<file path="src/rtl/pic_pkg.sv">
// pic_pkg: shared constants and types for the pic_core_p accumulator core.
// Contents: instruction width, 4-bit opcode enum, GOTO prefix, FSM state enum.
// Used by pic_core_p, pic_core_p_if and pic_regfile via import pic_pkg::*.
package pic_pkg;

  localparam int IW = 12;

  // GOTO owns the whole 101x opcode space; decode it on IR[11:9] first.
  localparam logic [2:0] GOTO_PFX = 3'b101;

  typedef enum logic [3:0] {
    OP_NOP    = 4'h0,
    OP_MOVLW  = 4'h1,
    OP_ADDLW  = 4'h2,
    OP_ANDLW  = 4'h3,
    OP_MOVF   = 4'h4,
    OP_MOVWF  = 4'h5,
    OP_ADDWF  = 4'h6,
    OP_DECFSZ = 4'h7,
    OP_MOVIW  = 4'h8,
    OP_MOVWO  = 4'h9,
    OP_CALL   = 4'hC,
    OP_RETURN = 4'hD,
    OP_RSVD   = 4'hE,
    OP_HALT   = 4'hF
  } opcode_e;

  localparam logic [1:0] S_FETCH = 2'd0;
  localparam logic [1:0] S_EXEC  = 2'd1;
  localparam logic [1:0] S_HALT  = 2'd2;

  typedef enum logic [1:0] {
    FETCH = S_FETCH,
    EXEC  = S_EXEC,
    HALT  = S_HALT
  } state_e;

endpackage

</file>
<file path="src/rtl/pic_core_p_if.sv">
// pic_core_p_if: program-ROM fetch bus between the core and instruction memory.
// Signals: imem_addr/imem_rd from the core; imem_data/imem_valid back from ROM.
// imem_valid is only meaningful while imem_rd is high.
interface pic_core_p_if #(
  parameter int PC_W = 9
);
  import pic_pkg::*;

  logic [PC_W-1:0] imem_addr;
  logic            imem_rd;
  logic [IW-1:0]   imem_data;
  logic            imem_valid;

  modport master (output imem_addr, output imem_rd, input imem_data, input imem_valid);
  modport slave  (input imem_addr, input imem_rd, output imem_data, output imem_valid);

endinterface

</file>
<file path="src/rtl/pic_regfile.sv">
// pic_regfile: 2**RAM_AW x DATA_W file-register RAM, combinational read, write on clock edge.
// Ports: clk_i, we_i, addr_i (shared read/write address), wdata_i, rdata_o.
// Contents are not reset.
module pic_regfile #(
  parameter int DATA_W = 8,
  parameter int RAM_AW = 5
) (
  input  logic              clk_i,
  input  logic              we_i,
  input  logic [RAM_AW-1:0] addr_i,
  input  logic [DATA_W-1:0] wdata_i,
  output logic [DATA_W-1:0] rdata_o
);

  logic [DATA_W-1:0] mem_q [2**RAM_AW];

  always_ff @(posedge clk_i) begin
    if (we_i) mem_q[addr_i] <= wdata_i;
  end

  assign rdata_o = mem_q[addr_i];

endmodule

</file>
<file path="src/rtl/pic_core_p.sv">
// pic_core_p: multi-cycle 12-bit-instruction accumulator core (FETCH/EXEC/HALT FSM, W, Z/C, skip).
// Ports: CLK, CLR (async active-low), imem fetch bus (master), in_port, out_port, w_out, flag_z, flag_c, halted.
// Optional return stack for CALL/RETURN when PIC_STACK_EN is defined; otherwise both act as NOP.
module pic_core_p
  import pic_pkg::*;
#(
  parameter int DATA_W  = 8,
  parameter int PC_W    = 9,
  parameter int RAM_AW  = 5,
  parameter int STACK_D = 4
) (
  input  logic              CLK,
  input  logic              CLR,
  pic_core_p_if.master      imem,
  input  logic [DATA_W-1:0] in_port,
  output logic [DATA_W-1:0] out_port,
  output logic [DATA_W-1:0] w_out,
  output logic              flag_z,
  output logic              flag_c,
  output logic              halted
);

  state_e            state_q, state_d;
  logic [PC_W-1:0]   pc_q, pc_d;
  logic [IW-1:0]     ir_q, ir_d;
  logic [DATA_W-1:0] w_q, w_d;
  logic [DATA_W-1:0] out_q, out_d;
  logic              z_q, z_d;
  logic              c_q, c_d;
  logic              skip_q, skip_d;
  logic              rd_q, rd_d;

  opcode_e           op;
  logic              is_goto;
  logic [DATA_W-1:0] k_val;
  logic [RAM_AW-1:0] f_addr;
  logic [DATA_W-1:0] rf_rdata, rf_wdata, dec_val;
  logic              rf_we;
  logic [DATA_W:0]   sum_k, sum_f;

  assign op      = opcode_e'(ir_q[11:8]);
  assign is_goto = (ir_q[11:9] == GOTO_PFX);
  assign k_val   = DATA_W'(ir_q[7:0]);
  assign f_addr  = ir_q[RAM_AW-1:0];
  // Carry is the extra top bit of a one-bit-wider sum.
  assign sum_k   = {1'b0, w_q} + {1'b0, k_val};
  assign sum_f   = {1'b0, w_q} + {1'b0, rf_rdata};
  assign dec_val = rf_rdata - DATA_W'(1);

  pic_regfile #(
    .DATA_W (DATA_W),
    .RAM_AW (RAM_AW)
  ) u_regfile (
    .clk_i   (CLK),
    .we_i    (rf_we),
    .addr_i  (f_addr),
    .wdata_i (rf_wdata),
    .rdata_o (rf_rdata)
  );

`ifdef PIC_STACK_EN
  localparam int SP_W = (STACK_D > 1) ? $clog2(STACK_D) : 1;

  logic [PC_W-1:0] stk_q [STACK_D];
  logic [SP_W-1:0] sp_q, sp_inc, sp_dec;
  logic            push, pop;

  // sp_q points at the next free slot; both directions wrap modulo STACK_D,
  // so overflow silently overwrites the oldest return address.
  assign sp_inc = (sp_q == SP_W'(STACK_D - 1)) ? '0 : sp_q + SP_W'(1);
  assign sp_dec = (sp_q == '0) ? SP_W'(STACK_D - 1) : sp_q - SP_W'(1);

  always_ff @(posedge CLK or negedge CLR) begin
    if (!CLR) begin
      sp_q <= '0;
      for (int i = 0; i < STACK_D; i++) stk_q[i] <= '0;
    end else if (push) begin
      stk_q[sp_q] <= pc_q + PC_W'(1);
      sp_q        <= sp_inc;
    end else if (pop) begin
      sp_q <= sp_dec;
    end
  end
`endif

  always_comb begin
    state_d  = state_q;
    pc_d     = pc_q;
    ir_d     = ir_q;
    w_d      = w_q;
    out_d    = out_q;
    z_d      = z_q;
    c_d      = c_q;
    skip_d   = skip_q;
    rf_we    = 1'b0;
    rf_wdata = w_q;
`ifdef PIC_STACK_EN
    push     = 1'b0;
    pop      = 1'b0;
`endif
    case (state_q)
      FETCH: begin
        // rd_q gates capture so a stray valid in the first cycle after reset is ignored.
        if (rd_q && imem.imem_valid) begin
          ir_d    = imem.imem_data;
          state_d = EXEC;
        end
      end
      EXEC: begin
        state_d = FETCH;
        pc_d    = pc_q + PC_W'(1);
        skip_d  = 1'b0;
        if (skip_q) begin
          // Skipped slot behaves as NOP regardless of opcode, PC still advances.
        end else if (is_goto) begin
          pc_d = ir_q[PC_W-1:0];
        end else begin
          case (op)
            OP_MOVLW: w_d = k_val;
            OP_ADDLW: begin
              w_d = sum_k[DATA_W-1:0];
              c_d = sum_k[DATA_W];
              z_d = (sum_k[DATA_W-1:0] == '0);
            end
            OP_ANDLW: begin
              w_d = w_q & k_val;
              z_d = ((w_q & k_val) == '0);
            end
            OP_MOVF: begin
              w_d = rf_rdata;
              z_d = (rf_rdata == '0);
            end
            OP_MOVWF: rf_we = 1'b1;
            OP_ADDWF: begin
              w_d = sum_f[DATA_W-1:0];
              c_d = sum_f[DATA_W];
              z_d = (sum_f[DATA_W-1:0] == '0);
            end
            OP_DECFSZ: begin
              rf_we    = 1'b1;
              rf_wdata = dec_val;
              skip_d   = (dec_val == '0);
            end
            OP_MOVIW: begin
              w_d = in_port;
              z_d = (in_port == '0);
            end
            OP_MOVWO: out_d = w_q;
`ifdef PIC_STACK_EN
            OP_CALL: begin
              push = 1'b1;
              pc_d = PC_W'(ir_q[7:0]);
            end
            OP_RETURN: begin
              pop  = 1'b1;
              pc_d = stk_q[sp_dec];
            end
`endif
            OP_HALT: state_d = HALT;
            default: ;
          endcase
        end
      end
      default: ;
    endcase
    rd_d = (state_d == FETCH);
  end

  always_ff @(posedge CLK or negedge CLR) begin
    if (!CLR) begin
      state_q <= FETCH;
      pc_q    <= '0;
      ir_q    <= '0;
      w_q     <= '0;
      out_q   <= '0;
      z_q     <= 1'b0;
      c_q     <= 1'b0;
      skip_q  <= 1'b0;
      rd_q    <= 1'b0;
    end else begin
      state_q <= state_d;
      pc_q    <= pc_d;
      ir_q    <= ir_d;
      w_q     <= w_d;
      out_q   <= out_d;
      z_q     <= z_d;
      c_q     <= c_d;
      skip_q  <= skip_d;
      rd_q    <= rd_d;
    end
  end

  assign imem.imem_addr = pc_q;
  assign imem.imem_rd   = rd_q;
  assign out_port       = out_q;
  assign w_out          = w_q;
  assign flag_z         = z_q;
  assign flag_c         = c_q;
  assign halted         = (state_q == HALT);

endmodule
</file>
<file path="src/flat_wrapper.sv">
// flat-port wrapper written by rule: the top's interface ports become plain ports
module pic_core_p_flat import pic_pkg::*;
#(
  parameter int DATA_W  = 8,
  parameter int PC_W    = 9,
  parameter int RAM_AW  = 5,
  parameter int STACK_D = 4
)
  (CLK, CLR, in_port, out_port, w_out, flag_z, flag_c, halted, imem_imem_addr, imem_imem_rd, imem_imem_data, imem_imem_valid);
  pic_core_p_if #(.PC_W(PC_W)) imem_i ();
  input  logic CLK;
  input  logic CLR;
  input  logic [DATA_W-1:0] in_port;
  output logic [DATA_W-1:0] out_port;
  output logic [DATA_W-1:0] w_out;
  output logic flag_z;
  output logic flag_c;
  output logic halted;
  output wire logic [$bits(imem_i.imem_addr)-1:0] imem_imem_addr;
  output wire logic [$bits(imem_i.imem_rd)-1:0] imem_imem_rd;
  input wire logic [$bits(imem_i.imem_data)-1:0] imem_imem_data;
  input wire logic [$bits(imem_i.imem_valid)-1:0] imem_imem_valid;
  assign imem_imem_addr = imem_i.imem_addr;
  assign imem_imem_rd = imem_i.imem_rd;
  assign imem_i.imem_data = imem_imem_data;
  assign imem_i.imem_valid = imem_imem_valid;
  pic_core_p #(.DATA_W(DATA_W), .PC_W(PC_W), .RAM_AW(RAM_AW), .STACK_D(STACK_D)) u_core (.CLK(CLK), .CLR(CLR), .imem(imem_i), .in_port(in_port), .out_port(out_port), .w_out(w_out), .flag_z(flag_z), .flag_c(flag_c), .halted(halted));
endmodule
</file>
<file path="config.mk">
export PLATFORM = sky130hd
export DESIGN_NAME = pic_core_p_flat
export DESIGN_NICKNAME = d
export VERILOG_FILES = /design/src/rtl/pic_pkg.sv /design/src/rtl/pic_core_p_if.sv /design/src/rtl/pic_regfile.sv /design/src/rtl/pic_core_p.sv /design/src/flat_wrapper.sv
export SDC_FILE = /design/constraint.sdc
export NUM_CORES = 1
export LEC_CHECK = 0
export CAP_MARGIN = 20
export CORE_MARGIN = 1.5
export CORE_UTILIZATION = 40
export DETAILED_ROUTE_END_ITERATION = 8
export PLACE_DENSITY = 0.66
export SYNTH_ARGS = -nofsm -noshare
export SYNTH_HDL_FRONTEND = slang
export SYNTH_SLANG_ARGS = --single-unit
</file>
<file path="constraint.sdc">
create_clock -name CLK -period 3.9 [get_ports CLK]
set_input_delay 0.585 -clock CLK [delete_from_list [all_inputs] [get_ports CLK]]
set_output_delay 0.585 -clock CLK [all_outputs]
set_load 0.01 [all_outputs]
</file>
==> qor.csv <==
metric,value,unit
Starting Density,41.0,%
reg2reg path depth,15,
syn_nets,968,
"non-filler cells, final",1494,
CTS root buffer,clkbuf_16,
"Cell Area, Placed",0.0148,mm2
Post-DRT Antenna Nets,0,
CP arrival,4.17,ns
CP Launch Type,flip-flop,
Worst-Skew Late Latency,0.58,ns
Post-DP HPWL,23700,um
GRT met1 Usage,29.3,%
post-synthesis xor/xnor area fraction,1.11,%
highest clock rate,269,MHz
TritonCTS buffer count,31,
Post-synth EDFFs,256,
core area,0.0328,mm2
Cell variety after synth,74,
clk_skew,0.0183,ns
setup ws final,0.187,ns
grt met2 use,32.8,%
GRT overflow,0,
CTS tree,yes,
post-synthesis sequential area ratio,65.3,%
top post-synthesis cells by area,"edfxtp_1 57%, mux2i_1 8.4%, dfrtp_1 8.0%",
Die Width,186,um
"worst slack, placed",-0.161,ns
LEAKAGE,5.76,nW
design area,0.0160,mm2
"top cells by count, synth","256 x edfxtp_1, 113 x mux2i_1, 61 x o22ai_1",
maximum vdd drop,0.000459,V
crit path kind,flip-flop to flip-flop,
# setup viols final,0,
area share of fa/ha/maj cells after synthesis,2.07,%
Worst path depth,15,
Synth top area share,57.2,%
RSZ-0062 raised after global routing,no,
DRC,0,
placed cells,1430,
Slew headroom,28.6,%
WP buf/inv,3,
row count,66,
fin util,48.9,%
ys async rst share,14.4,%
Hold Path Class,primary input to asynchronous set/reset pin,
Pwr Density,883,mW/mm2
DR vias/cell,5.70,
Yosys top cell by area,edfxtp_1,
Boundary Pins,52,
CTS H-tree depth,1,
first-pass GRT wire length,52200,um
pin count of the biggest net entering global routing,44,
cells along the critical path,buf_16 > buf_4 > mux2i_2 > o22ai_1 > nor4_2 > buf_4 > nand2_1 > ha_1 > a211oi_1 > o21bai_1 > a21oi_2 > a21oi_1 > xnor2_1 > nor2_1 > o32a_1,
Mapped Area,0.0134,mm2
Power Total,14.1,mW
Max Cap Viol,0,
CP max stage cell,dfrtp_4,
final hold vios,0,
clock-pin slew on the worst setup and hold paths,0.06,ns
Synth Area in Compound Gates,9.16,%
GP Congestion,0.912,
buffer levels on the longest clock path,3,
setup_tns,0,ns
Synth Register Bits,299,
Layout Nets,1071,
Most Crowded Layer GR,met2,
WL final,35400,um
Die Height,186,um
CTS Sinks,299,
status,completed,
drt first pass iters,5,
max-slew violation count,0,
CP Data Required Time,4.35,ns
Worst-Margin Slew,1.07,ns
initial antenna violation count,0,
WL per Instance,23.7,um
period utilisation layout,95.2,%
Critical Path Sink Type,flip-flop,
share of cells above drive strength 1,19.7,%
met3 Resource Use GR,2.69,%
Hold WS,0.484,ns
"Top FF cell, synth",edfxtp_1,
DRT iter0 DRCs,943,
top-count cell post-synth,edfxtp_1,
port bufs,51,
via count,8510,
CP dominant cell by count,buf_4,
CP max stage delay,0.49,ns
"delay-heaviest family, CP",compound AO/OA/AOI/OAI gates,
Mean Syn Cell Area,14.5,um2
post-synthesis simple-gate area fraction,8.58,%
n_diodes,0,
largest family of logic cells by synthesized area,multiplexers,
via count of the first global-routing pass,8226,
Final min period,3.71,ns
Ys Warns,0,
top fanout value on the critical path,15,
area grow syn2layout,19.3,%
post-synthesis mux area share,11.4,%
Post-Synthesis Cells,924,
Total GRT Usage,20.4,%
die footprint,0.0347,mm2
where the power goes:
part	internal [mW]	switching, mW	total, mW	leakage (nW)
clock	1.75	1.25	3.00	0.512
combinational	2.73	3.85	6.58	2.41
sequential	4.12	0.441	4.56	2.83
total	8.60	5.54	14.1	5.76
layout by cell type, fill, tap and decap left out, drive strengths merged, types with 5 or more instances in the layout:
master	n
mux4	8
dfrtp	43
clkbuf	37
a31oi	5
clkdlybuf4s50	50
o21ai	33
ha	19
mux2	19
inv	11
a21o	7
nand3b	5
nand4bb	6
a211oi	6
nand4	7
nand4b	7
nor4	18
o22ai	64
a21oi	34
xor2	9
nand3	9
nor2	60
nor2b	10
nand2	42
edfxtp	256
nor3	16
clkinv	13
xnor2	8
mux2i	113
buf	71
layer usage:
metal / part of all wire (%) / vias to the layer above
met4: 2.3 / 0
met2: 47 / 358
met1: 44 / 4243
met3: 6.9 / 61
met5: 0 / -
li1: - / 3848
state kept, by name (all words and copies together) (netlist names):
| signal | cells |
|---|---|
| u_core.imem.imem_addr | 9 |
| u_core.ir_q | 12 |
| u_core.u_regfile.mem_q | 256 |
| u_core.skip_q | 1 |
| u_core.flag_c | 1 |
| u_core.w_out | 8 |
| u_core.state_q | 2 |
| u_core.imem.imem_rd | 1 |
| u_core.flag_z | 1 |
| u_core.out_port | 8 |
worst register-to-register path, cell delays in order (launching register included):
cell      delay (ns)
dfrtp_4         0.49
buf_16          0.20
buf_4           0.19
mux2i_2         0.26
o22ai_1         0.13
nor4_2          0.37
buf_4           0.19
nand2_1         0.14
ha_1            0.34
a211oi_1        0.24
o21bai_1        0.14
a21oi_2         0.19
a21oi_1         0.10
xnor2_1         0.20
nor2_1          0.07
o32a_1          0.35
layout make-up:
| type | instances | area, um2 |
|---|---|---|
| flip-flops and latches | 299 | 8770 |
| inverters | 7 | 26.3 |
| fillers | 2807 | 16800 |
| repair buffers | 124 | 1180 |
| multi-input cells | 564 | 4450 |
| clock buffers | 35 | 801 |
| well taps | 442 | 553 |
| clock inverters | 23 | 240 |
worst paths after layout:
path / startpoint / slack, ns / endpoint
worst min register to register: u_core.out_port[4] / 0.50 / u_core.out_port[4]
max in group asynchronous: CLR / 2.90 / u_core.ir_q[1]
worst max register to register: u_core.ir_q[1] / 0.19 / u_core.w_out[7]
worst max-delay path: u_core.ir_q[1] / 0.19 / u_core.w_out[7]
min in group CLK: u_core.out_port[4] / 0.50 / u_core.out_port[4]
worst min-delay path: CLR / 0.48 / u_core.w_out[4]
logic make-up after synthesis:
| kind of cell | after synthesis |
|---|---|
| and+or+nand+nor | 200 |
| DFF | 299 |
| buffers and inverters | 61 |
| AOI/OAI and AO/OA | 186 |
| xor gates and xnor gates | 17 |
| adders and majority gates | 21 |
| muxes | 140 |
repair_timing:
item | CTS | global route
setup buffers | 0 | 2
setup endpoints to repair | 6 | 8
cloned | 0 | 2
endpoints found under the hold margin | 0 | 15
hold buffers | 0 | 1
resized for setup | 3 | 23
pin swaps | 0 | 1
(Power assumes the default switching activity.)
